==> config.mk <==
export PLATFORM = sky130hd
export DESIGN_NAME = redundancy_scheduler
export DESIGN_NICKNAME = d
export VERILOG_FILES = /design/src/rtl/redundancy_scheduler_pkg.sv /design/src/rtl/redundancy_scheduler_wait_timer.sv /design/src/rtl/redundancy_scheduler.sv
export SDC_FILE = /design/constraint.sdc
export NUM_CORES = 1
export LEC_CHECK = 0
export BUFFER_PORTS_ARGS = -buffer_cell sky130_fd_sc_hd__buf_2
export CORE_MARGIN = 4
export CORE_UTILIZATION = 50
export CTS_BUF_LIST = sky130_fd_sc_hd__clkbuf_2 sky130_fd_sc_hd__clkbuf_4 sky130_fd_sc_hd__clkbuf_8
export DETAILED_ROUTE_END_ITERATION = 8
export PLACE_DENSITY_LB_ADDON = 0.08
export SYNTH_ARGS = -nofsm -noshare
export SYNTH_HDL_FRONTEND = slang
export SYNTH_SLANG_ARGS = --single-unit
==> constraint.sdc <==
create_clock -name clk -period 5.9 [get_ports clk]
set_input_delay 0 -clock clk [delete_from_list [all_inputs] [get_ports clk]]
set_output_delay 0 -clock clk [all_outputs]
set_load 0.005 [all_outputs]
==> src/rtl/redundancy_scheduler_pkg.sv <==
// Shared definitions for the redundancy scheduler: default parameters and FSM state encoding.
// Users of the redundancy controller import this to stay aligned with the scheduler.
package redundancy_scheduler_pkg;

    localparam int DEF_WORD_WIDTH    = 8;
    localparam int DEF_RSIZ_WIDTH    = 2;
    localparam int DEF_MAX_LIFM_RSIZ = 3;
    localparam int DEF_TIMEOUT       = 255;

    typedef enum logic [2:0] {
        ST_IDLE  = 3'd0,
        ST_FEED  = 3'd1,
        ST_DRAIN = 3'd2,
        ST_WAIT  = 3'd3,
        ST_DONE  = 3'd4
    } sched_state_t;

endpackage

==> src/rtl/redundancy_scheduler_wait_timer.sv <==
// Down-counting watchdog for the WAIT state: clear reloads, enable counts, expired at zero.
// Reloaded with TIMEOUT-1 so that expired is seen on the TIMEOUT-th enabled cycle.
module wait_timer #(
    parameter int TIMEOUT = 255
) (
    input  logic clk,
    input  logic reset_n,
    input  logic clear,
    input  logic enable,
    output logic expired
);

    localparam int CW = (TIMEOUT > 1) ? $clog2(TIMEOUT) : 1;

    logic [CW-1:0] count;

    always_ff @(posedge clk or negedge reset_n) begin
        if (!reset_n) begin
            count <= '0;
        end else if (clear) begin
            count <= CW'(TIMEOUT - 1);
        end else if (enable && (count != '0)) begin
            count <= count - 1'b1;
        end
    end

    assign expired = (count == '0);

endmodule

==> src/rtl/redundancy_scheduler.sv <==
// Schedules LIFM row reads in partitions of up to rsiz rows, hands each partition to the
// redundancy controller and forwards its result to the consumer, with a WAIT watchdog.
//
// state | meaning
// IDLE  | waiting for start
// FEED  | issuing p row reads for the current partition
// DRAIN | last read data / kidx presented to the controller
// WAIT  | waiting for controller result and consumer acceptance
// DONE  | one-cycle done pulse
module redundancy_scheduler
    import redundancy_scheduler_pkg::*;
#(
    parameter int WORD_WIDTH    = DEF_WORD_WIDTH,
    parameter int RSIZ_WIDTH    = DEF_RSIZ_WIDTH,
    parameter int MAX_LIFM_RSIZ = DEF_MAX_LIFM_RSIZ,
    parameter int TIMEOUT       = DEF_TIMEOUT
) (
    input  logic                  clk,
    input  logic                  reset_n,
    input  logic                  start,
    input  logic [WORD_WIDTH-1:0] cfg_nrows,
    input  logic [RSIZ_WIDTH-1:0] cfg_rsiz,
    output logic                  busy,
    output logic                  done,
    output logic                  err_timeout,
    output logic                  rd_en,
    output logic [WORD_WIDTH-1:0] rd_addr,
    output logic                  rc_enable,
    output logic [RSIZ_WIDTH-1:0] rc_rsiz,
    output logic [WORD_WIDTH-1:0] rc_kidx,
    output logic                  rc_col_valid,
    input  logic                  rc_valid,
    output logic                  cons_valid,
    input  logic                  cons_ready,
    output logic [WORD_WIDTH-1:0] part_cnt
);

    localparam logic [RSIZ_WIDTH-1:0] MAX_RSIZ = RSIZ_WIDTH'(MAX_LIFM_RSIZ);

    function automatic logic [RSIZ_WIDTH-1:0] clamp_rsiz(input logic [RSIZ_WIDTH-1:0] r);
        if (r == '0)            return RSIZ_WIDTH'(1);
        else if (r > MAX_RSIZ)  return MAX_RSIZ;
        else                    return r;
    endfunction

    function automatic logic [RSIZ_WIDTH-1:0] part_size(input logic [RSIZ_WIDTH-1:0] r,
                                                        input logic [WORD_WIDTH-1:0] remaining);
        if (remaining < WORD_WIDTH'(r)) return RSIZ_WIDTH'(remaining);
        else                            return r;
    endfunction

    sched_state_t          state;
    logic [WORD_WIDTH-1:0] nrows_q;
    logic [RSIZ_WIDTH-1:0] rsiz_q;
    logic [WORD_WIDTH-1:0] base;
    logic [RSIZ_WIDTH-1:0] idx;

    logic [RSIZ_WIDTH-1:0] rsiz_start;
    logic [WORD_WIDTH-1:0] base_next;
    logic                  handshake;
    logic                  last_feed;
    logic                  timer_clear;
    logic                  timer_en;
    logic                  timer_expired;

    assign rsiz_start  = clamp_rsiz(cfg_rsiz);
    assign base_next   = base + WORD_WIDTH'(rc_rsiz);
    assign handshake   = (state == ST_WAIT) && rc_valid && cons_ready;
    assign last_feed   = (idx == (rc_rsiz - 1'b1));
    assign timer_clear = (state == ST_DRAIN) || ((state == ST_WAIT) && rc_valid);
    assign timer_en    = (state == ST_WAIT) && !rc_valid;

    // Gated by the registered state so the consumer handshake happens in the same cycle as rc_valid.
    assign cons_valid  = (state == ST_WAIT) && rc_valid;

    wait_timer #(.TIMEOUT(TIMEOUT)) u_wait_timer (
        .clk     (clk),
        .reset_n (reset_n),
        .clear   (timer_clear),
        .enable  (timer_en),
        .expired (timer_expired)
    );

    always_ff @(posedge clk or negedge reset_n) begin
        if (!reset_n) begin
            state        <= ST_IDLE;
            nrows_q      <= '0;
            rsiz_q       <= '0;
            base         <= '0;
            idx          <= '0;
            busy         <= 1'b0;
            done         <= 1'b0;
            err_timeout  <= 1'b0;
            rd_en        <= 1'b0;
            rd_addr      <= '0;
            rc_enable    <= 1'b0;
            rc_rsiz      <= '0;
            rc_kidx      <= '0;
            rc_col_valid <= 1'b0;
            part_cnt     <= '0;
        end else begin
            // Read data returns one cycle after rd_en, so kidx follows the address by one cycle.
            rc_col_valid <= rd_en;
            if (rd_en) rc_kidx <= rd_addr;

            case (state)
                ST_IDLE: begin
                    if (start) begin
                        nrows_q     <= cfg_nrows;
                        rsiz_q      <= rsiz_start;
                        err_timeout <= 1'b0;
                        part_cnt    <= '0;
                        base        <= '0;
                        busy        <= 1'b1;
                        if (cfg_nrows == '0) begin
                            state <= ST_DONE;
                            done  <= 1'b1;
                        end else begin
                            state     <= ST_FEED;
                            rd_en     <= 1'b1;
                            rd_addr   <= '0;
                            rc_enable <= 1'b1;
                            rc_rsiz   <= part_size(rsiz_start, cfg_nrows);
                            idx       <= '0;
                        end
                    end
                end
                ST_FEED: begin
                    rc_enable <= 1'b0;
                    if (last_feed) begin
                        rd_en <= 1'b0;
                        state <= ST_DRAIN;
                    end else begin
                        idx     <= idx + 1'b1;
                        rd_addr <= rd_addr + 1'b1;
                    end
                end
                ST_DRAIN: begin
                    state <= ST_WAIT;
                end
                ST_WAIT: begin
                    if (handshake) begin
                        base     <= base_next;
                        part_cnt <= part_cnt + 1'b1;
                        if (base_next == nrows_q) begin
                            state <= ST_DONE;
                            done  <= 1'b1;
                        end else begin
                            state     <= ST_FEED;
                            rd_en     <= 1'b1;
                            rd_addr   <= base_next;
                            rc_enable <= 1'b1;
                            rc_rsiz   <= part_size(rsiz_q, nrows_q - base_next);
                            idx       <= '0;
                        end
                    end else if (!rc_valid && timer_expired) begin
                        state       <= ST_IDLE;
                        busy        <= 1'b0;
                        err_timeout <= 1'b1;
                    end
                end
                ST_DONE: begin
                    done  <= 1'b0;
                    busy  <= 1'b0;
                    state <= ST_IDLE;
                end
                default: begin
                    state <= ST_IDLE;
                end
            endcase
        end
    end

endmodule

==> flow_summary.ini, run 1 <==
[synth]
synth_area_leaders = dfrtp_1, mux2_2, ha_1, nand2_1, o21ai_0
synth_top_area_frac = 0.4192
synthArstFlopShare = 1.000
ys_ff_latch = 63
syn-num-nets = 421
synth_edf_count = 0
synth_most_common_cell = dfrtp_1
yosysWarnings = 0
yosysTopAreaCell = dfrtp_1
syn_area_sq_um = 3761
avgSynthCellArea_sq_um = 9.644
ys_seq_area_frac = 0.4192
ys_types = 67
synth_flop_cell = dfrtp_1
synthCells = 390
synthTopCellsByCount = dfrtp_1, nand2_1, nor2_1

[detailed_routing]
drc = 0
drtAntennaViolNets = 0
first_pass_iters = 5
avgRoutedWirePerCell_um = 15.60
drt_iter0_drc = 213
routed_wl_um = 8597
dr_total_vias = 3120
viasPerCell = 5.662

[worst_setup_path]
critPathCaptureType = flip-flop
endpoint = rc_rsiz[0]$_DFFE_PN0P_
critPathKind = flip-flop to flip-flop
critPathMaxFanout = 9
worstSetupStartpointType = flip-flop
r2r_start = rc_rsiz[0]$_DFFE_PN0P_
ff2ff_path_depth = 12
required_ps = 6120
rrSetupSlack_ps = 2240
timing.rr.end = rc_rsiz[0]$_DFFE_PN0P_
critPathLaunch = rc_rsiz[0]$_DFFE_PN0P_
cp.arrival_ps = 3880

[grt]
antenna_found_initial = 0
grt_max_degree = 64
grt_pass1_wl_um = 14440
grtUsageTotal = 0.2061
first_global_vias = 3064
grt_overflow = 0

[placement]
port_buffers = 47
place_congestion = 0.8321
dpl.hpwl_um = 6103

[die]
core_sq_um = 7292
die_width_um = 94.73
num_rows = 31
ioPinCount = 48
dieArea_sq_um = 8974
initial_core_util = 0.5158
die_h_um = 94.73

[clock_tree]
htree_levels = 3
cts_buffer_depth = 2
cts_tree = done
clk_pin_slew_ps = 70
cts_buffers = 9
insertion_delay_ps = 340
numClockSinks = 63
clockRootBuffer = clkbuf_8
cts_setup_buffers = 0

[final_layout]
nets = 479
syn_to_final_growth_pct = 15.57
diodes = 0
drive_above_1_share = 0.2212

[timing]
slew_headroom = 0.4255
slew_viol_final = 0
finalClockSkew_ps = 8.781
holdWs_ps = 93.18
max_freq_mhz = 273.3
period_share = 0.6201
final_hold_viol_count = 0
tightest_slew_ps = 861.8
setup_violations = 0
tns_ps = 0
grt_setup_unrepaired = no
period_minus_slack_ps = 3658

[flow_run]
drv_cap = 0

[hold_path]
hold_class = primary input to flip-flop
min_from = cons_ready

[pwr]
p_per_area_nw_per_um2 = 532.9
peakVddDrop_mv = 0.2392
power_leakage_nw = 1.944

[run_status]
status = finished clean
-- sequential cells by signal (all words and copies together) (netlist names), 3 cells and up --
register            cells
rd_addr                 8
rc_kidx                 8
state                   3
u_wait_timer.count      8
base                    8
nrows_q                 8
part_cnt                8
-- cell usage in the layout, fill, tap and decap left out, types with 5 or more instances in the layout --
cell type	n
mux2_2	16
nand4_1	8
xor2_1	13
a21oi_1	20
inv_1	20
and3_1	7
nand2b_1	5
o211ai_1	5
nor3_1	6
ha_1	14
buf_2	47
dlygate4sd3_1	11
o21ai_0	28
clkbuf_8	10
dfrtp_1	63
o31ai_1	5
nor2b_1	5
nand2_1	41
xnor2_1	10
nand3_1	11
nor2_1	30
-- power breakdown --
group,switching [W],leakage (nW),internal (W)
sequential,0.000181,0.776,0.000585
combinational,0.000693,1.08,0.000528
clock,0.000166,0.0884,0.000164
total,0.00104,1.94,0.00128
-- worst min path at each step --
stage / end / depth (start not counted) / slack, ps
after detailed placement: nrows_q[2]$_DFFE_PN0P_ / 2 / 230
after CTS: state[2]$_DFFE_PN0P_ / 4 / 90
after global placement: nrows_q[2]$_DFFE_PN0P_ / 2 / 230
after global routing: base[3]$_DFFE_PN0P_ / 3 / 100
final: base[3]$_DFFE_PN0P_ / 3 / 90
after floorplan: base[0]$_DFFE_PN0P_ / 0 / -300
-- metal layers --
layer | up-vias | wire [um] | global-route usage
met2 | 58 | 3891 | 0.3165
met1 | 1533 | 4248 | 0.2899
li1 | 1518 | - | -
met5 | - | 0 | 0
met3 | 11 | 303 | 0.03984
met4 | 0 | 154 | 0.07452
-- critical path: stages (launching register included) --
cell       delay (ps)
dfrtp_1           540
ha_1              260
inv_1              60
fa_1              530
inv_1             130
fa_1              550
inv_1              50
ha_1              260
a21oi_1           140
nand4_1           160
a2111oi_4         300
a2111oi_0         160
or3_1             380
-- timing repair --
item                      in CTS  in global routing
gates resized for setup        0                  0
hold buffers                  11                  0
hold endpoints to repair      73                  0
-- cell families (layout without fill, tap and decap cells) --
logic type | count (synthesis) | after routing | synth area share
adder cells (fa/ha/maj) | 16 | 16 | 0.05722
buffers and inverters | 33 | 95 | 0.03726
multiplexers | 20 | 20 | 0.05855
AO/OA/AOI/OAI | 93 | 93 | 0.1737
XOR/XNOR | 23 | 23 | 0.05356
flip-flops | 63 | 63 | 0.4192
AND/OR/NAND/NOR | 142 | 142 | 0.2006
-- metrics by stage --
stage          worst slack [ps]  std cells  power [W]  instance area [sq um]  utilization
2_1_floorplan              2684        390   0.001657                   3761            -
3_3_place_gp               2402        525   0.001957                   4069       0.5580
3_5_place_dp               2293        525   0.001977                   4069       0.5580
4_1_cts                    2261        551   0.002330                   4347       0.5961
5_1_grt                    1948        551   0.002523                   4347       0.5961
6_report                   2242        551   0.002316                   4347       0.5961
-- layout make-up --
class,instances,area [sq um]
Sequential cell,63,1577
Clock buffer,11,145.1
Multi-Input combinational cell,294,2044
Tap cell,99,123.9
Fill cell,694,2945
Timing Repair Buffer,59,352.8
Clock inverter,4,22.52
Inverter,21,81.33
Power figures use the tool's default switching activity.
==> run 2, diff against run 1 <==
==> constraint.sdc (replaced) <==
create_clock -name clk -period 3 [get_ports clk]
set_input_delay 0 -clock clk [delete_from_list [all_inputs] [get_ports clk]]
set_output_delay 0 -clock clk [all_outputs]
set_load 0.005 [all_outputs]
==> run 2 against run 1 <==
Net effect: the flow now finishes with violations (setup timing); sequential share of layout area is 3.4 points lower; clock skew shrank 0.77 ps; hold slack better by 27 ps; first-iteration DRC count shrank 12%; critical path type unchanged; critical endpoint unchanged; largest power group unchanged.
==> flow_summary.ini, run 2 (synthesized netlist as in run 1, its figures left out) <==
[run_status]
status = finished, violations left
violations = setup timing

[hold_path]
hold_class = primary input to flip-flop

[final_layout]
drive_above_1_share = 0.3374
layout_common_cells = dfrtp_1, buf_2, nand2_1, buf_4, nor2_1
diodes = 0
nets = 519
seqCellArea_sq_um = 1578
fin_area_sq_um = 4807
layout_commonest_cell = dfrtp_1
syn_to_final_growth_pct = 27.81
multi_input_area_sq_um = 2177
post-route-util = 0.6592
fillCellCount = 626

[detailed_routing]
routed_wl_um = 9307
route.met2.wl_um = 4310
first_pass_iters = 5
drt_iter0_drc = 187
met1Wirelength_um = 4494
drtAntennaViolNets = 0
dr_wl_met3_um = 357
viasPerCell = 5.545
drc = 0
top_layer = met4
dr_total_vias = 3277
avgRoutedWirePerCell_um = 15.75

[timing]
finalClockSkew_ps = 8.008
period_share = 1.056
slew_headroom = 0.4764
period_minus_slack_ps = 3167
tightest_slew_ps = 785.4
slew_viol_final = 0
max_freq_mhz = 315.8
layout_setup_ws_ps = -166.7
grt_setup_unrepaired = yes
tns_ps = -245.0
setup_violations = 2
final_hold_viol_count = 0

[pwr]
power_leakage_nw = 2.161
peakVddDrop_mv = 0.5992
p_per_area_nw_per_um2 = 1146
clkPwrFrac = 0.125
totalPowerFinal_w = 0.005511
p_int_w = 0.003158
swShare = 0.4270
seqPwrFrac = 0.273
p_comb_frac = 0.602
p_sw_w = 0.002353

[placement]
port_buffers = 47
placed_cell_area_sq_um = 4280
place_congestion = 0.9387
dpl.hpwl_um = 6498

[die]
dieArea_sq_um = 8974
die_width_um = 94.73
initial_core_util = 0.5158
num_rows = 31
ioPinCount = 48
core_sq_um = 7292
die_h_um = 94.73

[clock_tree]
insertion_delay_ps = 340
cts_buffers = 9
clockRootBuffer = clkbuf_8
cts_tree = done
clk_pin_slew_ps = 70
cts_buffer_depth = 2
numClockSinks = 63
htree_levels = 3

[worst_setup_path]
cp.arrival_ps = 3380
required_ps = 3220
critPathCaptureType = flip-flop
rrSetupSlack_ps = -170
worstSetupStartpointType = flip-flop
critPathMaxFanout = 2
critPathKind = flip-flop to flip-flop

[grt]
first_global_vias = 3193
grtUsageTotal = 0.2211
antenna_found_initial = 0
grt_max_degree = 35
grt_overflow = 0
grt_pass1_wl_um = 15450

[flow_run]
drv_cap = 0
-- run 2: cell types whose count changed in the layout (fill, tap and decap cells not counted), sizes merged --
cell,previous run,this run
buf,48,88
clkbuf,11,12
clkinv,3,2
-- run 2: worst paths after layout --
path                                          end  depth (start not counted)                   from
max in group asynchronous    state[1]$_DFFE_PN0P_                          3                reset_n
max                        rc_rsiz[0]$_DFFE_PN0P_                         12    base[0]$_DFFE_PN0P_
min                          state[2]$_DFFE_PN0P_                          4             cons_ready
min in group asynchronous  nrows_q[1]$_DFFE_PN0P_                          2                reset_n
max reg2reg                rc_rsiz[0]$_DFFE_PN0P_                         12    base[0]$_DFFE_PN0P_
min reg2reg                 rc_enable$_DFFE_PN0P_                          2  rc_enable$_DFFE_PN0P_
-- run 2: layout make-up --
class / count / share of cell area
well taps: 99 / 0.02577
repair buffers: 99 / 0.1382
multi-input cells: 294 / 0.4529
clock buffers: 12 / 0.03436
flip-flops and latches: 63 / 0.3282
inverters: 21 / 0.01692
clock inverters: 3 / 0.003644
-- run 2: per-layer routing --
layer  vias up  global-route usage
met5         -                   0
met4         0             0.08053
met3        12             0.04542
met2        75              0.3341
met1      1593              0.3137
li1       1597                   -
-- run 2: power groups by stage --
stage	registers (W)	logic [W]	clock network (W)
6_report	0.00150	0.00332	0.000689
5_1_grt	0.00156	0.00365	0.000749
4_1_cts	0.00149	0.00296	0.000706
3_5_place_dp	0.00150	0.00270	0
3_3_place_gp	0.00149	0.00267	0
2_1_floorplan	0.00139	0.00187	0
-- run 2: worst max-delay path: stages (launching register included) --
cell and delay, ps:
dfrtp_1 400, ha_4 160, inv_2 40, fa_2 570, inv_2 40, fa_1 510, inv_2 50, ha_4 210
a21oi_2 100, nand4_1 130, a2111oi_4 340, a2111oi_1 130, or3_1 360
-- run 2: what timing repair did --
action                                  CTS  global route
gates cloned                              1             0
pin swaps                                 3            13
endpoints found under the setup margin   11            11
setup buffers                             6             5
hold buffers                             11             0
hold endpoints to repair                 42             0
gates resized for setup                  13            34
-- run 2: metrics by stage --
stage / setup WS [ps] / instances / hold WS [ps]
after floorplan: -163.7 / 390 / -295.6
after global placement: -118.5 / 553 / 123.3
after detailed placement: -215.9 / 553 / 134.1
after CTS: -157.1 / 586 / 113.1
after global routing: -285.6 / 591 / 138.0
final: -166.7 / 591 / 120.0
